--- src/rtl/lsu_align.sv ---
// lsu_align: memory-stage load/store alignment unit. Turns byte/half/word requests
// into one or two word-wide RAM accesses and right-justifies the loaded bytes.
module lsu_align #(
   parameter int CPU_WORD = 32,
   parameter int BYTE_LEN = 8
) (
   input  logic                clk,
   input  logic                rst_n,
   input  logic                req_valid,
   output logic                req_ready,
   input  logic                req_we,
   input  logic [1:0]          req_size,
   input  logic [CPU_WORD-1:0] req_addr,
   input  logic [CPU_WORD-1:0] req_wdata,
   output logic                resp_valid,
   output logic [CPU_WORD-1:0] resp_rdata,
   output logic                mem_req,
   input  logic                mem_gnt,
   output logic                mem_we,
   output logic [CPU_WORD-3:0] mem_addr,
   output logic [3:0]          mem_be,
   output logic [CPU_WORD-1:0] mem_wdata,
   input  logic                mem_rvalid,
   input  logic [CPU_WORD-1:0] mem_rdata,
   output logic [2:0]          dbg_state
);

   localparam int NB = CPU_WORD / BYTE_LEN;
   localparam int WA = CPU_WORD - 2;

   typedef enum logic [2:0] {
      IDLE  = 3'd0,
      REQ0  = 3'd1,
      WAIT0 = 3'd2,
      REQ1  = 3'd3,
      WAIT1 = 3'd4,
      DONE  = 3'd5
   } state_e;

   state_e                state_q;
   logic                  we_q;
   logic [1:0]            size_q;
   logic [CPU_WORD-1:0]   addr_q;
   logic [CPU_WORD-1:0]   wdata_q;
   logic [CPU_WORD-1:0]   rd0_q;

   function automatic logic [NB-1:0] size_mask(input logic [1:0] size);
      logic [NB-1:0] m;
      m = '0;
      case (size)
         2'b00:   m[0]   = 1'b1;
         2'b01:   m[1:0] = 2'b11;
         default: m      = '1;
      endcase
      return m;
   endfunction

   // hi selects the upper word of the shifted 2-word window (second access).
   function automatic logic [NB-1:0] lane_be(input logic [1:0] size, input logic [1:0] off,
                                             input logic hi);
      logic [2*NB-1:0] w;
      w = {{NB{1'b0}}, size_mask(size)} << off;
      return hi ? w[2*NB-1:NB] : w[NB-1:0];
   endfunction

   function automatic logic [CPU_WORD-1:0] lane_data(input logic [CPU_WORD-1:0] data,
                                                     input logic [1:0] off, input logic hi);
      logic [2*CPU_WORD-1:0] w;
      w = {{CPU_WORD{1'b0}}, data} << (int'(off) * BYTE_LEN);
      return hi ? w[2*CPU_WORD-1:CPU_WORD] : w[CPU_WORD-1:0];
   endfunction

   function automatic logic [CPU_WORD-1:0] extract(input logic [2*CPU_WORD-1:0] both,
                                                   input logic [1:0] off, input logic [1:0] size);
      logic [2*CPU_WORD-1:0] sh;
      logic [NB-1:0]         m;
      logic [CPU_WORD-1:0]   r;
      sh = both >> (int'(off) * BYTE_LEN);
      m  = size_mask(size);
      r  = '0;
      for (int i = 0; i < NB; i++) begin
         r[i*BYTE_LEN +: BYTE_LEN] = m[i] ? sh[i*BYTE_LEN +: BYTE_LEN] : '0;
      end
      return r;
   endfunction

   logic [NB-1:0]       req_be0;
   logic [CPU_WORD-1:0] req_wdata0;
   logic [NB-1:0]       cap_be1;
   logic [CPU_WORD-1:0] cap_wdata1;
   logic [WA-1:0]       cap_addr1;
   logic                split;

   assign req_be0    = lane_be(req_size, req_addr[1:0], 1'b0);
   assign req_wdata0 = lane_data(req_wdata, req_addr[1:0], 1'b0);
   assign cap_be1    = lane_be(size_q, addr_q[1:0], 1'b1);
   assign cap_wdata1 = lane_data(wdata_q, addr_q[1:0], 1'b1);
   assign cap_addr1  = addr_q[CPU_WORD-1:2] + WA'(1);
   // Any byte spilling into the upper window word means a second access.
   assign split      = |cap_be1;

   assign req_ready = (state_q == IDLE);
   assign dbg_state = state_q;

   always_ff @(posedge clk) begin
      if (!rst_n) begin
         state_q    <= IDLE;
         we_q       <= 1'b0;
         size_q     <= 2'b00;
         addr_q     <= '0;
         wdata_q    <= '0;
         rd0_q      <= '0;
         mem_req    <= 1'b0;
         mem_we     <= 1'b0;
         mem_addr   <= '0;
         mem_be     <= '0;
         mem_wdata  <= '0;
         resp_valid <= 1'b0;
         resp_rdata <= '0;
      end else begin
         resp_valid <= 1'b0;
         case (state_q)
            IDLE: begin
               if (req_valid) begin
                  we_q      <= req_we;
                  size_q    <= req_size;
                  addr_q    <= req_addr;
                  wdata_q   <= req_wdata;
                  mem_req   <= 1'b1;
                  mem_we    <= req_we;
                  mem_addr  <= req_addr[CPU_WORD-1:2];
                  mem_be    <= req_be0;
                  mem_wdata <= req_wdata0;
                  state_q   <= REQ0;
               end
            end
            REQ0: begin
               if (mem_gnt) begin
                  if (!we_q) begin
                     mem_req <= 1'b0;
                     state_q <= WAIT0;
                  end else if (split) begin
                     mem_addr  <= cap_addr1;
                     mem_be    <= cap_be1;
                     mem_wdata <= cap_wdata1;
                     state_q   <= REQ1;
                  end else begin
                     mem_req    <= 1'b0;
                     resp_valid <= 1'b1;
                     state_q    <= DONE;
                  end
               end
            end
            WAIT0: begin
               if (mem_rvalid) begin
                  rd0_q <= mem_rdata;
                  if (split) begin
                     mem_req   <= 1'b1;
                     mem_we    <= we_q;
                     mem_addr  <= cap_addr1;
                     mem_be    <= cap_be1;
                     mem_wdata <= cap_wdata1;
                     state_q   <= REQ1;
                  end else begin
                     resp_rdata <= extract({{CPU_WORD{1'b0}}, mem_rdata}, addr_q[1:0], size_q);
                     resp_valid <= 1'b1;
                     state_q    <= DONE;
                  end
               end
            end
            REQ1: begin
               if (mem_gnt) begin
                  mem_req <= 1'b0;
                  if (!we_q) begin
                     state_q <= WAIT1;
                  end else begin
                     resp_valid <= 1'b1;
                     state_q    <= DONE;
                  end
               end
            end
            WAIT1: begin
               if (mem_rvalid) begin
                  resp_rdata <= extract({mem_rdata, rd0_q}, addr_q[1:0], size_q);
                  resp_valid <= 1'b1;
                  state_q    <= DONE;
               end
            end
            DONE: begin
               state_q <= IDLE;
            end
            default: begin
               mem_req <= 1'b0;
               state_q <= IDLE;
            end
         endcase
      end
   end

endmodule

--- config.mk ---
export PLATFORM = sky130hd
export DESIGN_NAME = lsu_align
export DESIGN_NICKNAME = d
export VERILOG_FILES = /design/src/rtl/lsu_align.sv
export SDC_FILE = /design/constraint.sdc
export NUM_CORES = 1
export LEC_CHECK = 0
export CORE_MARGIN = 2
export CORE_UTILIZATION = 50
export CTS_BUF_LIST = sky130_fd_sc_hd__clkbuf_4
export DETAILED_ROUTE_END_ITERATION = 10
export GPL_ROUTABILITY_DRIVEN = 1
export PLACE_DENSITY = 0.88
export SYNTH_ARGS = -nofsm -noshare
export SYNTH_HDL_FRONTEND = slang
export SYNTH_SLANG_ARGS = --single-unit
--- constraint.sdc ---
create_clock -name clk -period 6.15 [get_ports clk]
set_clock_uncertainty 0.1 [all_clocks]
set_input_delay 0.615 -clock clk [delete_from_list [all_inputs] [get_ports clk]]
set_output_delay 0.615 -clock clk [all_outputs]
set_load 0.01 [all_outputs]
## Word-level counts from Yosys, hierarchy flattened

Index checks and enable logic that the tools add are counted.

| word-level totals | value |
|---|---|
| latch bits | 0 |
| memories | 0 |
| output and inout bits | 105 |
| bits in read-only memories | 0 |
| input port bits | 104 |
| bits in registers | 203 |
| RAM bits | 0 |

| cells by class | value |
|---|---|
| reduce and logical (&&, ||, !) cells | 17 |
| multiply operators | 0 |
| mux-type cells | 84 |
| shift operators | 6 |
| bitwise operators | 1 |
| magnitude comparators | 0 |
| equality and inequality tests | 16 |
| add/sub/neg operators | 1 |
| divide/modulo/power cells | 0 |

Operators with widths:

| operator | number |
|---|---|
| 32-bit 2-to-1 mux | 8 |
| 30-bit 2-to-1 mux | 5 |
| 32-bit case mux with 3 select lines | 1 |
| 30-bit case mux with 3 select lines | 1 |
| 8-bit 2-to-1 mux | 8 |
| 32-bit case mux with 2 select lines | 1 |
| 32-bit by 5-bit << shifter with 64-bit output | 1 |
| 64-bit by 5-bit >> shifter with 32-bit output | 1 |
| 1-bit 2-to-1 mux | 34 |
| 32-bit by 5-bit << shifter with 32-bit output | 1 |
| 32-bit by 5-bit >> shifter with 32-bit output | 1 |
| 30-bit by 1-bit adder with 30-bit output (second input constant) | 1 |
| 3-bit 2-to-1 mux | 7 |
| 4-bit 2-to-1 mux | 5 |
| 2-bit 2-to-1 mux | 9 |
| 2-bit != test (second input constant) | 8 |
| 3-bit case mux with 5 select lines | 1 |
| 4-bit case mux with 3 select lines | 1 |
| 5-bit AND reduction | 2 |
| 4-bit AND reduction | 2 |
| 4-bit by 2-bit << shifter with 8-bit output | 1 |
| 7-bit AND reduction | 1 |
| 3-bit by 2-bit == test with 1-bit output (second input constant) | 2 |
| 3-bit == test (second input constant) | 2 |
| 15 further kinds | 21 |

## Depth between registers and ports, before layout

| logic depth | value |
|---|---|
| depth in word-level cells | 13 |
| mapped depth | 8 |

## Worst setup path before layout

OpenSTA, ideal clock, no wires.

| timing | value |
|---|---|
| kind | reg-to-reg |
| from | register state_q[1] (netlist: dbg_state[1]) |
| to | register mem_wdata[14] |
| data arrival time | 1949 ps |
| buffers on the path | 3 |
| stages on the path, launching flop included | 8 |
| path slack | 3985 ps |
| period minus slack after synthesis | 2165 ps |
| setup time | 116 ps |
| cells stage by stage | dfxtp_1 -> buf_4 -> mux2i_2 -> a2111oi_4 -> or3_1 -> buf_4 -> buf_2 -> o211a_1 |

| between the ends | value |
|---|---|
| word-level cells in the longest chain between the ends | 3 |

Ends and longest elaborated chain:

| what | line | source |
|---|---|---|
| from (decl) | 40 | `state_e state_q;` |
| from (signal assigned) | 107 | `state_q <= IDLE;` |
| from (signal assigned) | 134 | `state_q <= REQ0;` |
| from (signal assigned) | 141 | `state_q <= WAIT0;` |
| 3-bit by 1-bit == test with 1-bit output (tied with other cells) | 122 | `case (state_q)` |
| 2-bit != test (no source line) or 3-bit nonzero test (tied branches) | - |  |
| 5-bit AND reduction (no source line) | - |  |
| to (signal assigned) | 133 | `mem_wdata <= req_wdata0;` |
| to (signal assigned) | 145 | `mem_wdata <= cap_wdata1;` |
| to (signal assigned) | 162 | `mem_wdata <= cap_wdata1;` |
| to (decl) | 22 | `output logic [CPU_WORD-1:0] mem_wdata,` |

Several ways; a longest one is shown, not always the timed one.
A chain may end at the register's enable or synchronous reset.

## Worst setup path in the final report

| timing | value |
|---|---|
| from | register state_q[1] (netlist: dbg_state[1]) |
| to | register mem_wdata[15] |

The elaborated chain is that of the path after synthesis.

==> flow_metrics.py <==
metrics = {
    "floorplanning": {
        "num_rows": 52,
        "die_x_um": 148,
        "dieHeight_um": 148,
        "core_area_um2": 20300,
        "fp.dieArea_um2": 21900,
        "initial_core_util": 0.512,
        "io_pins": 209,
    },
    "sta": {
        "final_hold_viol_count": 0,
        "fmax_ghz": 0.265,
        "fin_crit_ns": 3.78,
        "rsz0062_at_grt": "false",
        "slew_headroom": 0.193,
        "finalMaxSlewViolations": 0,
        "worstMarginPinSlew_ns": 1.21,
        "final.setup.tns_ns": 0,
        "period_share": 0.614,
        "setup_ws_ns": 2.37,
        "setup_violations": 0,
    },
    "detailed_routing": {
        "antenna_left": 0,
        "dr.pass1.iters": 7,
        "drc": 0,
        "drt_iter0_markers": 1073,
        "wire_per_inst_um": 18.9,
        "viasPerCell": 6.14,
        "wl_um": 30400,
        "vias": 9901,
    },
    "synthesis": {
        "ys_warn_count": 0,
        "syn_area_um2": 10400,
        "syn_inst": 1197,
        "async_flop_share": 0,
        "synth_cell_types": 62,
        "synth-edff-count": 0,
        "synth_ff_type": "dfxtp_1",
        "syn_area_per_cell_um2": 8.68,
        "syn_nets": 1302,
        "ys_seq_elements": 195,
        "seq_area_frac_synth": 0.376,
    },
    "job": {
        "cap_violations": 0,
    },
    "clock_tree": {
        "clk_pin_slew_worst_paths_ns": 0.16,
        "clock_sinks": 195,
        "holdBufCountCts": 0,
        "cts_root_buffer": "clkbuf_4",
        "clockBufferDepth": 2,
        "cts-buffers-inserted": 17,
        "cts_tree": "done",
        "cts_resized": 0,
        "h-tree-depth": 4,
        "clk_latency_ns": 0.58,
        "postCtsSetupBuffers": 0,
    },
    "worst_setup_path": {
        "cp-endpoint": "mem_wdata[15]",
        "r2r_slack_ns": 2.37,
        "r2r_end": "mem_wdata[15]",
        "setup.worst_path.start_class": "register",
        "critPathKind": "reg -> reg",
        "critical_path.startpoint": "dbg_state[1]",
        "critPathRequiredTime_ns": 6.52,
        "critPathMaxFanout": 63,
        "endpoint_kind": "register",
        "timing.rr.start": "dbg_state[1]",
        "ff2ff_path_depth": 7,
        "crit_arrival_ns": 4.15,
    },
    "power": {
        "peakVddDrop_mv": 0.125,
        "powerDensity_nw_per_um2": 234,
        "power.leakage_nw": 4.41,
    },
    "placement": {
        "port_buffers": 208,
        "dp_hpwl_um": 20200,
        "gp_congestion": 0.887,
        "place_ws_ns": 2.06,
    },
    "global_routing": {
        "grt_pass1_wl_um": 48500,
        "grt_usage": 0.273,
        "use_met3": 0.0472,
        "grt_pass1_vias": 9371,
        "gr-usage-met1": 0.365,
        "busiest_layer": "met2",
        "antenna_found_initial": 3,
        "grt_max_degree": 128,
        "gr-total-overflow": 0,
        "grt_util_met2": 0.430,
    },
    "layout": {
        "syn2layout_area_growth_pct": 22.4,
        "nets": 1433,
        "final_cell_mix": "nand2_1 (244), clkdlybuf4s50_1 (207), dfxtp_1 (193)",
        "register_area_um2": 3910,
        "fillers": 1705,
        "drive_above_1_share": 0.0828,
        "multi_input_area_um2": 5990,
        "final_common_cell": "nand2_1",
    },
    "min_path": {
        "min_from": "mem_wdata[28]",
        "hold_class": "reg -> reg",
    },
    "outcome": {
        "status": "completed",
    },
}
[cell families (layout without fill, tap and decap cells)]
kind of cell	Yosys count	after routing	share of synthesized area
buffers and inverters	114	257	0.0485
flip-flops	195	195	0.376
AO/OA/AOI/OAI	339	339	0.231
multiplexers	111	111	0.138
other	0	3	0
adder cells (fa/ha/maj)	1	1	0.00120
AND/OR/NAND/NOR	412	412	0.184
XOR/XNOR	25	25	0.0211
[per-layer routing]
| metal | vias up | wire, µm |
|---|---|---|
| met1 | 4706 | 12300 |
| li1 | 4587 | - |
| met2 | 523 | 14100 |
| met4 | 0 | 1400 |
| met3 | 85 | 2630 |
| met5 | - | 0 |
[final cells by class]
cell class,count,share of cell area
Inverter,5,0.00148
Multi-Input combinational cell,888,0.471
Tap cell,270,0.0266
Timing Repair Buffer,221,0.171
Clock inverter,13,0.0107
Antenna cell,3,0.000590
Clock buffer,18,0.0106
Sequential cell,195,0.308
[state kept, by name, indices dropped and copies added (netlist names)]
name        flops
dbg_state       3
resp_rdata     32
mem_req         1
mem_be          4
mem_wdata      32
addr_q         32
size_q          2
mem_addr       30
resp_valid      1
wdata_q        24
rd0_q          32
mem_we          1
we_q            1
[per-stage QoR]
stage | util | hold slack [ns] | cells | power, W | cell area (µm²)
finish | 0.626 | 0.358 | 1613 | 0.00297 | 12700
floorplan | - | 0.340 | 1197 | 0.00195 | 10400
CTS | 0.626 | 0.364 | 1610 | 0.00298 | 12700
global placement | 0.613 | 0.338 | 1579 | 0.00228 | 12400
detailed placement | 0.613 | 0.346 | 1579 | 0.00230 | 12400
global route | 0.626 | 0.375 | 1613 | 0.00311 | 12700
[synth_stat cells (3+ instances only)]
master	number	area share
nand4_1	21	0.013
o22ai_1	18	0.011
nor3b_2	8	0.0096
a211oi_1	3	0.0022
o211a_1	12	0.012
and2_1	6	0.0036
o21ai_0	41	0.020
a21oi_1	37	0.018
nor2_1	51	0.018
nor3b_1	12	0.0087
inv_1	4	0.0014
xor2_1	18	0.015
mux2i_1	69	0.066
o211ai_1	26	0.019
o2bb2ai_1	17	0.014
buf_6	4	0.0043
clkbuf_1	68	0.025
nand3_1	33	0.016
a22o_1	8	0.0067
nor4_1	6	0.0036
buf_4	5	0.0036
nor3_1	4	0.0019
nand2_1	244	0.088
mux4_2	24	0.052
o21ai_1	12	0.0058
mux2_2	17	0.018
a21boi_0	90	0.065
buf_1	10	0.0036
buf_2	22	0.011
a22oi_1	17	0.012
o221ai_1	8	0.0067
a31oi_1	17	0.010
a221oi_1	8	0.0067
xnor2_1	7	0.0059
and4_1	4	0.0034
nor2b_1	5	0.0030
a21boi_1	13	0.0094
dfxtp_1	195	0.38
and3_1	5	0.0030
[worst min path at each step]
stage	slack [ns]	depth (start not counted)	end
5_1_grt	0.37	2	mem_addr[2]
3_3_place_gp	0.34	2	mem_addr[2]
4_1_cts	0.36	2	mem_wdata[28]
3_5_place_dp	0.35	2	mem_wdata[28]
6_report	0.36	2	mem_wdata[28]
2_1_floorplan	0.34	2	wdata_q[8]
[worst max-delay path, cell delays in order, from the launching register on]
cell      delay, ns
dfxtp_1        0.88
mux2i_2        0.23
nor4_4         0.18
buf_4          0.61
or3_2          0.69
buf_4          0.55
o221ai_1       0.22
o211a_1        0.19
[report_power, final]
group / switching (W) / internal [W] / leakage, nW
combinational: 0.000437 / 0.000382 / 2.66
clock: 0.000466 / 0.000218 / 0.148
sequential: 0.0000978 / 0.00137 / 1.60
(Power assumes the default switching activity.)
